[src/rtl/gpa_fhdo_pkg.sv]
// Shared types and command-word layout for the GPA-FHDO update sequencer.
package gpa_fhdo_pkg;
  localparam int NUM_CH   = 4;
  localparam int CH_W     = 16;
  localparam int CH_LSB   = 25;
  localparam int SYNC_BIT = 24;
  localparam int ADDR_LSB = 16;

  typedef enum logic [1:0] {IDLE, ISSUE, WAIT_ACK, WAIT_DONE} state_t;
  typedef logic [NUM_CH-1:0][CH_W-1:0] upd_t;

  // {found, index} of the lowest set mask bit at or above 'from'
  function automatic logic [2:0] next_set(input logic [NUM_CH-1:0] mask, input int from);
    logic [2:0] r;
    r = '0;
    for (int i = NUM_CH - 1; i >= 0; i--)
      if (mask[i] && i >= from) r = {1'b1, 2'(i)};
    return r;
  endfunction

  function automatic logic [1:0] hi_set(input logic [NUM_CH-1:0] mask);
    logic [1:0] r;
    r = '0;
    for (int i = 0; i < NUM_CH; i++)
      if (mask[i]) r = 2'(i);
    return r;
  endfunction
endpackage

[src/rtl/gpa_fhdo_seq_if.sv]
// Update-side handshake plus SPI-core command port of the sequencer.
interface gpa_fhdo_seq_if;
  logic [63:0] upd_data_i;
  logic        upd_valid_i;
  logic        upd_ready_o;
  logic [31:0] iface_data_o;
  logic        iface_valid_o;
  logic        iface_busy_i;
  logic        done_o;
  logic        err_o;

  modport slave (
    input  upd_data_i, upd_valid_i, iface_busy_i,
    output upd_ready_o, iface_data_o, iface_valid_o, done_o, err_o
  );
  modport master (
    output upd_data_i, upd_valid_i, iface_busy_i,
    input  upd_ready_o, iface_data_o, iface_valid_o, done_o, err_o
  );
endinterface

[src/rtl/gpa_fhdo_cmd_pack.sv]
// Packs channel, sync, register address and value into a DAC80504 write word.
module gpa_fhdo_cmd_pack
  import gpa_fhdo_pkg::*;
#(
  parameter logic [3:0] ADDR_BASE = 4'h8
) (
  input  logic [1:0]  ch,
  input  logic        sync,
  input  logic [15:0] value,
  output logic [31:0] word
);
  always_comb begin
    word                 = '0;
    word[CH_LSB +: 2]    = ch;
    word[SYNC_BIT]       = sync;
    word[ADDR_LSB +: 4]  = ADDR_BASE + {2'b00, ch};
    word[15:0]           = value;
  end
endmodule

[src/rtl/gpa_fhdo_seq.sv]
// GPA-FHDO update sequencer: one 4-channel update -> up to four paced DAC commands.
// Optional GPA_FHDO_SEQ_CHANGED_ONLY_EN: issue only channels that differ from the last sent value.
module gpa_fhdo_seq
  import gpa_fhdo_pkg::*;
#(
  parameter int         ACK_TIMEOUT   = 64,
  parameter logic [3:0] DAC_ADDR_BASE = 4'h8
) (
  input  logic           clk,
  input  logic           rst,
  gpa_fhdo_seq_if.slave  bus
);
  localparam int TW = (ACK_TIMEOUT > 2) ? $clog2(ACK_TIMEOUT) : 1;

  state_t            state, state_n;
  logic [1:0]        ch;
  upd_t              shadow, src;
  logic              live, done, err, load, fin, tmo, accept;
  logic [TW-1:0]     cnt;
  logic [31:0]       data, word;
  logic [NUM_CH-1:0] chg;
  logic [2:0]        nxt;
  logic [1:0]        hi;
  int                from;

  assign bus.upd_ready_o   = live && (state == IDLE);
  assign bus.iface_valid_o = (state == ISSUE);
  assign bus.iface_data_o  = data;
  assign bus.done_o        = done;
  assign bus.err_o         = err;

  assign accept = bus.upd_valid_i && bus.upd_ready_o;
  // In IDLE the channel search runs on the incoming word so ISSUE can follow acceptance directly
  assign src    = (state == IDLE) ? upd_t'(bus.upd_data_i) : shadow;

`ifdef GPA_FHDO_SEQ_CHANGED_ONLY_EN
  upd_t last;

  always_comb begin
    chg = '0;
    for (int i = 0; i < NUM_CH; i++) chg[i] = (src[i] != last[i]);
  end

  // A channel counts as sent once its command is loaded for ISSUE
  always_ff @(posedge clk or posedge rst)
    if (rst)       last <= '0;
    else if (load) last[nxt[1:0]] <= src[nxt[1:0]];
`else
  assign chg = '1;
`endif

  always_comb begin
    from = (state == IDLE) ? 0 : int'(ch) + 1;
    nxt  = next_set(chg, from);
    hi   = hi_set(chg);
  end

  gpa_fhdo_cmd_pack #(.ADDR_BASE(DAC_ADDR_BASE)) u_pack (
    .ch    (nxt[1:0]),
    .sync  (nxt[1:0] == hi),
    .value (src[nxt[1:0]]),
    .word  (word)
  );

  always_comb begin
    state_n = state;
    load    = 1'b0;
    fin     = 1'b0;
    tmo     = 1'b0;
    unique case (state)
      IDLE:
        if (accept) begin
          if (nxt[2]) begin state_n = ISSUE; load = 1'b1; end
          else        fin = 1'b1;
        end
      ISSUE: state_n = WAIT_ACK;
      WAIT_ACK:
        if (bus.iface_busy_i) state_n = WAIT_DONE;
        else if (cnt == TW'(ACK_TIMEOUT - 1)) begin
          state_n = WAIT_DONE;
          tmo     = 1'b1;
        end
      WAIT_DONE:
        if (!bus.iface_busy_i) begin
          if (nxt[2]) begin state_n = ISSUE; load = 1'b1; end
          else begin state_n = IDLE; fin = 1'b1; end
        end
    endcase
  end

  always_ff @(posedge clk or posedge rst) begin
    if (rst) begin
      state  <= IDLE;
      ch     <= '0;
      shadow <= '0;
      live   <= 1'b0;
      done   <= 1'b0;
      err    <= 1'b0;
      cnt    <= '0;
      data   <= '0;
    end else begin
      live  <= 1'b1;
      state <= state_n;
      done  <= fin;
      if (tmo)    err    <= 1'b1;
      if (accept) shadow <= bus.upd_data_i;
      if (state == ISSUE)         cnt <= '0;
      else if (state == WAIT_ACK) cnt <= cnt + TW'(1);
      if (load) begin
        ch   <= nxt[1:0];
        data <= word;
      end
    end
  end
endmodule

[src/flat_wrapper.sv]
// flat-port wrapper written by rule: the top's interface ports become plain ports
module gpa_fhdo_seq_flat import gpa_fhdo_pkg::*;
#(
  parameter int         ACK_TIMEOUT   = 64,
  parameter logic [3:0] DAC_ADDR_BASE = 4'h8
)
  (clk, rst, bus_upd_data_i, bus_upd_valid_i, bus_iface_busy_i, bus_upd_ready_o, bus_iface_data_o, bus_iface_valid_o, bus_done_o, bus_err_o);
  gpa_fhdo_seq_if bus_i ();
  input  logic clk;
  input  logic rst;
  input wire logic [$bits(bus_i.upd_data_i)-1:0] bus_upd_data_i;
  input wire logic [$bits(bus_i.upd_valid_i)-1:0] bus_upd_valid_i;
  input wire logic [$bits(bus_i.iface_busy_i)-1:0] bus_iface_busy_i;
  output wire logic [$bits(bus_i.upd_ready_o)-1:0] bus_upd_ready_o;
  output wire logic [$bits(bus_i.iface_data_o)-1:0] bus_iface_data_o;
  output wire logic [$bits(bus_i.iface_valid_o)-1:0] bus_iface_valid_o;
  output wire logic [$bits(bus_i.done_o)-1:0] bus_done_o;
  output wire logic [$bits(bus_i.err_o)-1:0] bus_err_o;
  assign bus_i.upd_data_i = bus_upd_data_i;
  assign bus_i.upd_valid_i = bus_upd_valid_i;
  assign bus_i.iface_busy_i = bus_iface_busy_i;
  assign bus_upd_ready_o = bus_i.upd_ready_o;
  assign bus_iface_data_o = bus_i.iface_data_o;
  assign bus_iface_valid_o = bus_i.iface_valid_o;
  assign bus_done_o = bus_i.done_o;
  assign bus_err_o = bus_i.err_o;
  gpa_fhdo_seq #(.ACK_TIMEOUT(ACK_TIMEOUT), .DAC_ADDR_BASE(DAC_ADDR_BASE)) u_core (.clk(clk), .rst(rst), .bus(bus_i));
endmodule
[config.mk]
export PLATFORM = sky130hd
export DESIGN_NAME = gpa_fhdo_seq_flat
export DESIGN_NICKNAME = d
export VERILOG_FILES = /design/src/rtl/gpa_fhdo_pkg.sv /design/src/rtl/gpa_fhdo_seq_if.sv /design/src/rtl/gpa_fhdo_cmd_pack.sv /design/src/rtl/gpa_fhdo_seq.sv /design/src/flat_wrapper.sv
export SDC_FILE = /design/constraint.sdc
export NUM_CORES = 1
export LEC_CHECK = 0
export BUFFER_PORTS_ARGS = -buffer_cell sky130_fd_sc_hd__buf_2
export CORE_ASPECT_RATIO = 1.2
export CORE_MARGIN = 4
export CORE_UTILIZATION = 58
export DETAILED_ROUTE_END_ITERATION = 8
export PLACE_DENSITY = 0.93
export SLEW_MARGIN = 15
export SYNTH_ARGS = -nofsm -noshare
export SYNTH_HDL_FRONTEND = slang
export SYNTH_SLANG_ARGS = --single-unit
[constraint.sdc]
create_clock -name clk -period 7.6 [get_ports clk]
set_input_delay 1.52 -clock clk [delete_from_list [all_inputs] [get_ports clk]]
set_output_delay 1.52 -clock clk [all_outputs]
set_load 0.01 [all_outputs]
==> results of run 1 <==
==> cells by family (layout without fill, tap and decap cells) <==
| family | Yosys count | count (layout) |
|---|---|---|
| mux | 100 | 100 |
| flops | 95 | 95 |
| fa+ha+maj | 7 | 7 |
| other cells | 2 | 12 |
| simple gates | 76 | 76 |
| compound gates | 64 | 64 |
| buf+inv | 41 | 118 |
==> registers in the layout, summed over array words and instances, names as in the netlist <==
name	flops
u_core.ch	1
u_core.bus.iface_data_o	19
u_core.bus.done_o	1
u_core.live	1
u_core.bus.err_o	1
u_core.state	2
u_core.cnt	6
u_core.shadow	64
==> worst max-delay path, stage by stage, from the launching register on <==
cell and delay [ns]:
sky130_fd_sc_hd__dfrtp_1 0.42, sky130_fd_sc_hd__inv_1 0.16, sky130_fd_sc_hd__ha_2 0.19, sky130_fd_sc_hd__buf_4 0.52, sky130_fd_sc_hd__nand3_4 0.84, sky130_fd_sc_hd__a211oi_4 0.81, sky130_fd_sc_hd__buf_6 0.29, sky130_fd_sc_hd__nor2_1 0.06
sky130_fd_sc_hd__a31oi_1 0.16
==> power groups by stage <==
stage | logic [mW] | registers [mW] | clock network, mW
after floorplan | 0.825 | 0.885 | 0
after global placement | 1.03 | 0.884 | 0
after detailed placement | 1.08 | 0.907 | 0
after CTS | 1.10 | 0.899 | 0.338
after global routing | 1.20 | 0.928 | 0.358
final | 1.10 | 0.904 | 0.335
==> final cells by class <==
| type | count | area (µm²) | area share, % |
|---|---|---|---|
| flip-flops and latches | 95 | 2380 | 45.2 |
| multi-input cells | 258 | 2040 | 38.8 |
| diodes | 1 | 2.50 | 0.0476 |
| clock buffers | 11 | 141 | 2.69 |
| repair buffers | 97 | 499 | 9.50 |
| well taps | 92 | 115 | 2.19 |
| inverters | 5 | 21.3 | 0.405 |
| clock inverters | 5 | 57.6 | 1.10 |
==> how the worst max path moves through the flow <==
| stage | from | endpoint | slack [ns] | depth (start not counted) |
|---|---|---|---|---|
| CTS | u_core.state[1]$_DFFE_PP0P_ | u_core.bus.iface_data_o[17]$_DFFE_PP0P_ | 3.56 | 6 |
| global route | u_core.state[0]$_DFFE_PP0P_ | u_core.bus.iface_data_o[9]$_DFFE_PP0P_ | 3.73 | 8 |
| global placement | bus_upd_valid_i | u_core.ch[0]$_DFFE_PP0P_ | 3.49 | 4 |
| finish | u_core.state[1]$_DFFE_PP0P_ | u_core.bus.iface_data_o[7]$_DFFE_PP0P_ | 4.01 | 8 |
| detailed placement | bus_upd_valid_i | u_core.bus.iface_data_o[17]$_DFFE_PP0P_ | 3.39 | 4 |
| floorplan | rst | u_core.bus.done_o$_DFF_PP0_ | 3.60 | 1 |
==> placed cells by master, fill, tap and decap left out, types with 4 or more instances in the layout <==
cell and count:
sky130_fd_sc_hd__a211o_1 16, sky130_fd_sc_hd__mux2i_1 33, sky130_fd_sc_hd__ha_1 6, sky130_fd_sc_hd__a31oi_1 17, sky130_fd_sc_hd__conb_1 11, sky130_fd_sc_hd__clkbuf_8 10
sky130_fd_sc_hd__nand2_1 24, sky130_fd_sc_hd__mux2_2 67, sky130_fd_sc_hd__dfrtp_1 95, sky130_fd_sc_hd__inv_1 4, sky130_fd_sc_hd__o211ai_1 16, sky130_fd_sc_hd__o21ai_0 8
sky130_fd_sc_hd__nor2_1 36, sky130_fd_sc_hd__buf_2 93
==> routing by layer <==
| layer | up-vias | part of all wire [%] | global-route usage [%] | routed length [µm] |
|---|---|---|---|---|
| met3 | 28 | 5.0 | 3.36 | 509 |
| met5 | - | 0 | 0 | 0 |
| li1 | 1527 | - | - | - |
| met2 | 109 | 53 | 37.8 | 5340 |
| met1 | 1637 | 39 | 25.8 | 3960 |
| met4 | 0 | 3.5 | 12.6 | 356 |
==> per-stage QoR <==
step	hold WS [ns]	utilization (%)	std cells
final	0.480	68.2	564
after global routing	0.516	68.2	564
after CTS	0.489	68.0	562
after detailed placement	0.459	65.4	546
after global placement	0.447	65.4	546
after floorplan	0.451	-	394
==> qor.csv, run 1 <==
metric,value,unit
detailed_place.area,5040,µm²
count_of_routing_violations_after_the_opening_detailed_route_iteration,175,
reg2reg_to,u_core.bus.iface_data_o[7]$_DFFE_PP0P_,
synth-warning-count,0,
max_clock_freq,278,MHz
routability_cong,0.801,
setup_repair_after_global_routing_missed_its_margin,false,
cts_setup_buffers,0,
grt_antenna_before_repair,1,
post_synth_main_area_contributors,"sky130_fd_sc_hd__dfrtp_1 (52%), sky130_fd_sc_hd__mux2_2 (16%), sky130_fd_sc_hd__mux2i_1 (7.2%)",
hold_path.startpoint,u_core.bus.err_o$_DFFE_PP0P_,
postSynthAreaPerCell,11.9,µm²
cp_max_fo,66,
routedWlPerCell,18.0,µm
post-synth-top-area-cell,sky130_fd_sc_hd__dfrtp_1,
ff2ff_setup_slack,4.01,ns
dominantRegCellSynth,sky130_fd_sc_hd__dfrtp_1,
post_cts_hold_buffer_count,0,
worstPathRequired,7.88,ns
final_net_count,541,
hold_path_class,flip-flop to flip-flop,
final.fill_count,566,
area_growth_syn_to_layout,14.4,%
slew_viol_final,0,
power_density,445,nW/µm²
finalSetupTns,0,ns
drc,0,
share_seq_of_total_power,38.7,%
post_synth_most_frequent_cells,"sky130_fd_sc_hd__dfrtp_1 (95), sky130_fd_sc_hd__mux2_2 (67), sky130_fd_sc_hd__nor2_1 (36)",
post_synth_instance_area,4590,µm²
yosysMostFrequentCell,sky130_fd_sc_hd__dfrtp_1,
switching_power,0.915,mW
drive_gt1_share,39.5,%
p_clk_share,14.3,%
synthXorXnorAreaFrac,0,%
die-width,89.2,µm
core,7710,µm²
synth.area.mux_share,23.6,%
vias,3301,
setup_ws,4.01,ns
grt_overflow_total,0,
clkTransAtPathRegs,0.09,ns
max_cap_viol_count,0,
worst_ep_arrival_time,3.88,ns
wirelength,10.2,mm
worstSetupPathType,flip-flop to flip-flop,
synth_sequential_area_ratio,51.7,%
first_global_vias,3436,
number_of_instances_in_the_synthesized_netlist,385,
synthAdderAreaFrac,1.91,%
numCtsBuffers,9,
fin_total_pwr,2.34,mW
clock-sinks,95,
synth-simple-area-share,7.27,%
post_cts_resize_count,0,
min_period_over_period,47.3,%
reg2regPathDepth,8,
crit_path_start_kind,flip-flop,
clockBufferDepth,2,
dp_hpwl,7.04,mm
dominant_combinational_cell_family_by_area_after_synthesis,multiplexers,
num_rows,35,
p_leak,2.46,nW
cts_root_buf,sky130_fd_sc_hd__clkbuf_8,
ios,104,
die_outline_area,9410,µm²
worst_r2r_startpoint,u_core.state[1]$_DFFE_PP0P_,
final_design_area_no_fill,5250,µm²
numPortBuffers,93,
netlist-cell-type-count,35,
critPathCaptureType,flip-flop,
hold_violations,0,
ffs_w_async_s_r_synth,100,%
netSwitchingFraction,39.1,%
cts_htree_levels,3,
drt-pass1-iter-count,4,
run_status,finished clean,
route.antenna.remaining_nets,0,
internal_power,1.42,mW
postSynthRegisterBits,95,
fp.dieH,105,µm
grt_max_degree,68,
fin_skew,0.00926,ns
min_path_cells,1,
post-route-min-period,3.59,ns
grt_pass1_wl,15.8,mm
worst_slew_margin_rel,28.5,%
insertion_delay,0.37,ns
routed_via_density,5.85,
synthDominantCellAreaShare,51.7,%
share_comb_of_total_power,47.0,%
synth-compound-area-share,10.3,%
slew_at_the_pin_with_the_worst_max_slew_slack,1.07,ns
grt.total_usage,22.1,%
floorplan.initialDensity,59.6,%
setup_viol_count_final,0,
place_worst_setup_slack,3.39,ns
worst_ir_drop_vdd,0.584,mV
post_synth_edffs,0,
tritoncts,done,
timing.hold.worst_endpoint,u_core.bus.err_o$_DFFE_PP0P_,
(Power assumes the default switching activity.)
==> inputs of run 2 (changes only) <==
- CORE_UTILIZATION: 58 -> 49
- PLACE_DENSITY: 0.93 -> 0.84
- clock period: 7.6 -> 3 ns (I/O delays scaled with it)
==> qor.csv, run 2 (synthesis results as in run 1) <==
metric,value,unit,change
run_status,finished clean,,unchanged
drc,0,,unchanged
largest_register,u_core.shadow,,unchanged
post_cts_hold_buffer_count,0,,unchanged
die_outline_area,11000,µm²,was 9410 µm²
slew_at_the_pin_with_the_worst_max_slew_slack,1.05,ns,was 1.07 ns
final_net_count,542,,was 541
fp.dieH,114,µm,was 105 µm
most-common-layout-cells,"sky130_fd_sc_hd__dfrtp_1 (95), sky130_fd_sc_hd__buf_2 (93), sky130_fd_sc_hd__mux2_2 (67)",,unchanged
routedWlPerCell,16.9,µm,was 18.0 µm
dp_cells,576,,was 546
critPathCaptureType,output port,,was flip-flop
routability_cong,0.830,,was 0.801
clkTransAtPathRegs,0.10,ns,was 0.09 ns
critPathSlowestCell,sky130_fd_sc_hd__buf_4,,was sky130_fd_sc_hd__nand3_4
worst_ir_drop_vdd,0.625,mV,was 0.584 mV
setup_viol_count_final,0,,unchanged
area_growth_syn_to_layout,15.1,%,was 14.4%
crit_family,buffers and inverters,,was compound AO/OA/AOI/OAI gates
drt-pass1-iter-count,4,,unchanged
max_clock_freq,376,MHz,
slew_viol_final,0,,unchanged
vias,3196,,was 3301
num_antenna_cells,0,,was 1
cp_max_fo,35,,was 66
worstPathRequired,2.40,ns,was 7.88 ns
cts_root_buf,sky130_fd_sc_hd__clkbuf_8,,unchanged
wirelength,9.99,mm,was 10.2 mm
core,9080,µm²,was 7710 µm²
hold_path_class,input pin to asynchronous set/reset pin,,was flip-flop to flip-flop
max_cap_viol_count,0,,unchanged
worstSetupPathType,flip-flop to output port,,was flip-flop to flip-flop
drive_gt1_share,39.8,%,was 39.5%
grt_max_degree,96,,was 68
first_global_vias,3345,,was 3436
insertion_delay,0.37,ns,about the same
clock-sinks,95,,unchanged
cells_along_the_critical_path,"inv_1, ha_2, buf_4, and2_1, buf_2",,"was inv_1, ha_2, buf_4, nand3_4, a211oi_4, buf_6, nor2_1, a31oi_1"
final.fill_count,785,,was 566
route.antenna.remaining_nets,0,,unchanged
count_of_routing_violations_after_the_opening_detailed_route_iteration,128,,was 175
hold_violations,0,,unchanged
final_cells,592,,was 564
numCtsBuffers,9,,unchanged
worst-path-buf-inv,3,,unchanged
numPortBuffers,93,,unchanged
post-route-min-period,2.66,ns,
floorplan.initialDensity,50.6,%,was 59.6%
min_period_over_period,88.7,%,
dp_hpwl,7.15,mm,was 7.04 mm
detailed_place.area,5100,µm²,was 5040 µm²
grt.total_usage,19.3,%,was 22.1%
final_design_area_no_fill,5290,µm²,was 5250 µm²
grt_overflow_total,0,,unchanged
routed_via_density,5.40,,was 5.85
grt_antenna_before_repair,1,,unchanged
largest_register_ffs,64,,unchanged
cts_htree_levels,3,,unchanged
clockBufferDepth,2,,unchanged
cts_setup_buffers,0,,unchanged
worst_slew_margin_rel,30.0,%,was 28.5%
fin_skew,0.0106,ns,was 0.00926 ns
power_density,1090,nW/µm²,was 445 nW/µm²
ios,104,,unchanged
setup_repair_after_global_routing_missed_its_margin,false,,unchanged
worst_ep_arrival_time,2.06,ns,was 3.88 ns
num_rows,38,,was 35
mostFrequentLayoutCell,sky130_fd_sc_hd__dfrtp_1,,unchanged
crit_path_start_kind,flip-flop,,unchanged
post_cts_resize_count,0,,unchanged
grt_pass1_wl,16.2,mm,was 15.8 mm
p_leak,2.47,nW,was 2.46 nW
utilization,58.2,%,was 68.2%
fin_total_pwr,5.78,mW,was 2.34 mW
tritoncts,done,,unchanged
max_stage_delay,0.51,ns,was 0.84 ns
finalSetupTns,0,ns,unchanged
die-width,96.4,µm,was 89.2 µm
[run 2: cell count changes in the layout (fill, tap and decap cells not counted), sizes merged]
cell	delta
buf	+1
clkinvlp	-1
clkinv	+2
bufinv	-1
clkbuf	-2
inv	+2
diode	-1
[run 2: worst paths after layout]
check                                                  start                                     end  slack [ns]  cells after the start
worst min register to register  u_core.bus.err_o$_DFFE_PP0P_            u_core.bus.err_o$_DFFE_PP0P_        0.48                      1
min in group clk                          bus_upd_data_i[18]           u_core.shadow[18]$_DFFE_PP0N_        0.45                      2
max in group asynchronous                                rst           u_core.shadow[42]$_DFFE_PP0N_        2.25                      3
worst max register to register   u_core.state[0]$_DFFE_PP0P_  u_core.bus.iface_data_o[4]$_DFFE_PP0P_        0.51                      5
worst max-delay path             u_core.state[0]$_DFFE_PP0P_                         bus_upd_ready_o        0.34                      5
worst min-delay path                                     rst           u_core.shadow[39]$_DFFE_PP0N_        0.33                      3
[run 2: metal layers]
layer | wire length, µm | track usage (%) | vias to the layer above
met5 | 13 | 0 | -
met4 | 215 | 7.48 | 2
met3 | 647 | 4.80 | 17
met2 | 5390 | 34.0 | 88
met1 | 3720 | 22.1 | 1565
li1 | - | - | 1524
[run 2: final cells by class]
| cell class | instances | area (µm²) | area share [%] |
|---|---|---|---|
| inverter | 5 | 22.5 | 0.426 |
| tap | 120 | 150 | 2.84 |
| multi-input combinational | 258 | 2030 | 38.4 |
| timing repair buffer | 98 | 515 | 9.75 |
| clock buffer | 9 | 124 | 2.34 |
| clock inverter | 7 | 66.3 | 1.25 |
| sequential | 95 | 2380 | 45.0 |
[run 2: power by group]
part	switching (mW)	leakage [nW]	internal (mW)	total, mW
logic	1.41	1.24	1.29	2.69
registers	0.377	1.13	1.90	2.28
clock network	0.493	0.0949	0.320	0.813
total	2.27	2.47	3.51	5.78
[run 2: per-stage QoR]
step	hold slack (ns)	setup slack (ns)
final	0.334	0.338
after global routing	0.396	0.198
after CTS	0.382	0.307
after detailed placement	0.467	0.595
after global placement	0.449	0.700
after floorplan	0.451	1.08
[run 2: tightest hold or removal path, stage by stage]
cell and delay, ns:
sky130_fd_sc_hd__buf_2 0.11, sky130_fd_sc_hd__clkinvlp_4 0.07, sky130_fd_sc_hd__buf_12 0.35
==> inputs of run 3 (changes only) <==
- ABC_AREA: not set -> 1
- BUFFER_PORTS_ARGS: -buffer_cell sky130_fd_sc_hd__buf_2 -> not set
- CORE_UTILIZATION: 49 -> 58
- DONT_BUFFER_PORTS: not set -> 1
- SYNTH_HIERARCHICAL: not set -> 1
==> qor.csv, run 3 <==
metric,value,unit,change
run_status,finished clean,,unchanged
internal_power,3.92,mW,was 3.51 mW
dp_cells,881,,was 576
postSynthAreaPerCell,7.39,µm²,was 11.9 µm²
drc,0,,unchanged
count_of_routing_violations_after_the_opening_detailed_route_iteration,650,,was 128
reg2regPathDepth,10,,was 5
grt_pass1_wl,23.9,mm,was 16.2 mm
first_global_vias,4802,,was 3345
fin_skew,0.00957,ns,was 0.0106 ns
num_rows,40,,was 38
final_net_count,841,,was 542
core,10100,µm²,was 9080 µm²
wirelength,14.5,mm,was 9.99 mm
hold_path_class,input pin to asynchronous set/reset pin,,unchanged
area_growth_syn_to_layout,1.16,%,was 15.1%
worst_ir_drop_vdd,0.481,mV,was 0.625 mV
reg2reg_to,u_core/bus.iface_data_o[12]$_DFFE_PP0P_,,was u_core.bus.iface_data_o[4]$_DFFE_PP0P_
share_seq_of_total_power,36.0,%,was 39.4%
worst_slew_margin_rel,36.1,%,was 30.0%
cts_htree_levels,3,,unchanged
mostFrequentLayoutCell,sky130_fd_sc_hd__nand2_1,,was sky130_fd_sc_hd__dfrtp_1
max_stage_delay,0.71,ns,was 0.51 ns
number_of_instances_in_the_synthesized_netlist,820,,was 385
yosysMostFrequentCell,sky130_fd_sc_hd__nand2_1,,was sky130_fd_sc_hd__dfrtp_1
most-common-layout-cells,"sky130_fd_sc_hd__nand2_1 (298), sky130_fd_sc_hd__dfrtp_1 (109), sky130_fd_sc_hd__nand3_1 (92)",,"was sky130_fd_sc_hd__dfrtp_1 (95), sky130_fd_sc_hd__buf_2 (93), sky130_fd_sc_hd__mux2_2 (67)"
tritoncts,done,,unchanged
die_outline_area,12200,µm²,was 11000 µm²
hold_violations,0,,unchanged
slew_at_the_pin_with_the_worst_max_slew_slack,0.959,ns,was 1.05 ns
setup_viol_count_final,0,,unchanged
clock-sinks,109,,was 95
cts_setup_buffers,0,,unchanged
fp.dieH,120,µm,was 114 µm
post_cts_resize_count,0,,unchanged
post_synth_most_frequent_cells,"sky130_fd_sc_hd__nand2_1 (299), sky130_fd_sc_hd__dfrtp_1 (109), sky130_fd_sc_hd__nand3_1 (92)",,"was sky130_fd_sc_hd__dfrtp_1 (95), sky130_fd_sc_hd__mux2_2 (67), sky130_fd_sc_hd__nor2_1 (36)"
largest_register,u_core/shadow,,was u_core.shadow
post_synth_instance_area,6060,µm²,was 4590 µm²
detailed_place.area,5820,µm²,was 5100 µm²
post-route-min-period,2.45,ns,was 2.66 ns
netlist-cell-type-count,27,,was 35
worst_r2r_startpoint,u_core/state[0]$_DFFE_PP0P_,,was u_core.state[0]$_DFFE_PP0P_
p_clk_share,17.2,%,was 14.1%
critPathCaptureType,flip-flop,,was output port
routed_via_density,5.70,,was 5.40
max_cap_viol_count,0,,unchanged
post_cts_hold_buffer_count,0,,unchanged
netSwitchingFraction,45.8,%,was 39.3%
vias,5111,,was 3196
floorplan.initialDensity,59.9,%,was 50.6%
post_synth_edffs,0,,unchanged
cp_max_fo,108,,was 35
ff2ff_setup_slack,0.55,ns,was 0.51 ns
setup_repair_after_global_routing_missed_its_margin,false,,unchanged
worst-path-buf-inv,2,,was 3
synthDominantCellAreaShare,45.0,%,was 51.7%
p_leak,3.31,nW,was 2.47 nW
drt-pass1-iter-count,8,,was 4
postSynthRegisterBits,109,,was 95
die-width,101,µm,was 96.4 µm
dp_hpwl,9.88,mm,was 7.15 mm
slew_viol_final,0,,unchanged
routability_cong,0.858,,was 0.830
post_synth_main_area_contributors,"sky130_fd_sc_hd__dfrtp_1 (45%), sky130_fd_sc_hd__nand2_1 (19%), sky130_fd_sc_hd__nand3_1 (7.6%)",,"was sky130_fd_sc_hd__dfrtp_1 (52%), sky130_fd_sc_hd__mux2_2 (16%), sky130_fd_sc_hd__mux2i_1 (7.2%)"
worstSetupPathType,flip-flop to flip-flop,,was flip-flop to output port
drive_gt1_share,4.54,%,was 39.8%
final_cells,897,,was 592
clockBufferDepth,2,,unchanged
critical-path-top-cell-by-count,sky130_fd_sc_hd__nand2_1,,
timing.hold.ws,0.308,ns,was 0.334 ns
clkTransAtPathRegs,0.08,ns,was 0.10 ns
min_period_over_period,81.7,%,was 88.7%
ffs_w_async_s_r_synth,100,%,unchanged
power_density,1180,nW/µm²,was 1090 nW/µm²
worstPathRequired,3.24,ns,was 2.40 ns
grt.total_usage,24.7,%,was 19.3%
dominantRegCellSynth,sky130_fd_sc_hd__dfrtp_1,,unchanged
post-synth-top-area-cell,sky130_fd_sc_hd__dfrtp_1,,unchanged
finalSetupTns,0,ns,unchanged
crit_family,buffers and inverters,,unchanged
grt_max_degree,109,,was 96
routedWlPerCell,16.2,µm,was 16.9 µm
final_design_area_no_fill,6130,µm²,was 5290 µm²
critPathSlowestCell,sky130_fd_sc_hd__buf_4,,unchanged
share_comb_of_total_power,46.8,%,was 46.5%
route.antenna.remaining_nets,0,,unchanged
numCtsBuffers,9,,unchanged
worst_ep_arrival_time,2.69,ns,was 2.06 ns
num_antenna_cells,0,,unchanged
grt_overflow_total,0,,unchanged
max_clock_freq,408,MHz,was 376 MHz
synth_sequential_area_ratio,45.0,%,was 51.7%
cts_root_buf,sky130_fd_sc_hd__clkbuf_16,,was sky130_fd_sc_hd__clkbuf_8
cells_along_the_critical_path,"inv_1, ha_4, buf_4, nand2_1, o21ai_0, nand2_1, nand3_1, nand2_1, nand2_1, nand2_1",,"was inv_1, ha_2, buf_4, and2_1, buf_2"
synth-warning-count,6,,was 0
grt_antenna_before_repair,0,,was 1
insertion_delay,0.35,ns,was 0.37 ns
largest_register_ffs,64,,unchanged
numPortBuffers,0,,was 93
switching_power,3.31,mW,was 2.27 mW
ios,104,,unchanged
crit_path_start_kind,flip-flop,,unchanged
==> run 3: cell families (layout without fill, tap and decap cells) <==
| logic type | count (synthesis) | count (layout) | synth area share [%] |
|---|---|---|---|
| AOI/OAI and AO/OA | 118 | 118 | 10.4 |
| adders and majority gates | 7 | 7 | 1.45 |
| buffers and inverters | 159 | 101 | 13.3 |
| DFF | 109 | 109 | 45.0 |
| muxes | 1 | 1 | 0.165 |
| other | 3 | 12 | 0.186 |
| and+or+nand+nor | 423 | 423 | 29.4 |
==> run 3: how the worst max path moves through the flow <==
stage | from | end | cells after the start
floorplan | rst | u_core/bus.done_o$_DFF_PP0_ | 1
global placement | u_core/state[0]$_DFFE_PP0P_ | u_core/bus.iface_data_o[12]$_DFFE_PP0P_ | 10
detailed placement | u_core/state[0]$_DFFE_PP0P_ | u_core/bus.iface_data_o[12]$_DFFE_PP0P_ | 10
CTS | u_core/state[0]$_DFFE_PP0P_ | u_core/bus.iface_data_o[12]$_DFFE_PP0P_ | 10
global route | u_core/state[0]$_DFFE_PP0P_ | u_core/bus.iface_data_o[4]$_DFFE_PP0P_ | 10
finish | u_core/state[0]$_DFFE_PP0P_ | u_core/bus.iface_data_o[12]$_DFFE_PP0P_ | 10
==> run 3: area by class of cell <==
| class | instances | area, µm² |
|---|---|---|
| clock buffers | 10 | 239 |
| multi-input cells | 561 | 2570 |
| fillers | 903 | 3980 |
| inverters | 79 | 305 |
| repair buffers | 6 | 57.6 |
| flip-flops and latches | 109 | 2730 |
| clock inverters | 6 | 70.1 |
| well taps | 126 | 158 |
==> run 3: power by group through the flow <==
stage,registers (mW),logic [mW],clock network [mW]
CTS,2.60,3.34,1.26
global placement,2.59,3.22,0
global route,2.68,3.86,1.31
finish,2.60,3.38,1.25
floorplan,2.49,3.29,0
detailed placement,2.62,3.31,0
==> run 3: layer usage <==
layer | GRT usage [%] | wire length [µm] | up-vias
met1 | 33.3 | 6070 | 2394
met5 | 0 | 0 | -
met2 | 37.5 | 6770 | 246
met3 | 4.83 | 1120 | 43
li1 | - | - | 2428
met4 | 12.8 | 577 | 0
==> run 3: through the flow <==
step | power, mW | setup WS [ns] | utilization, %
6_report | 7.23 | 0.549 | 60.6
4_1_cts | 7.20 | 0.605 | 60.6
3_5_place_dp | 5.94 | 0.634 | 57.6
3_3_place_gp | 5.81 | 0.688 | 57.6
5_1_grt | 7.85 | 0.309 | 60.6
2_1_floorplan | 5.78 | 1.08 | -
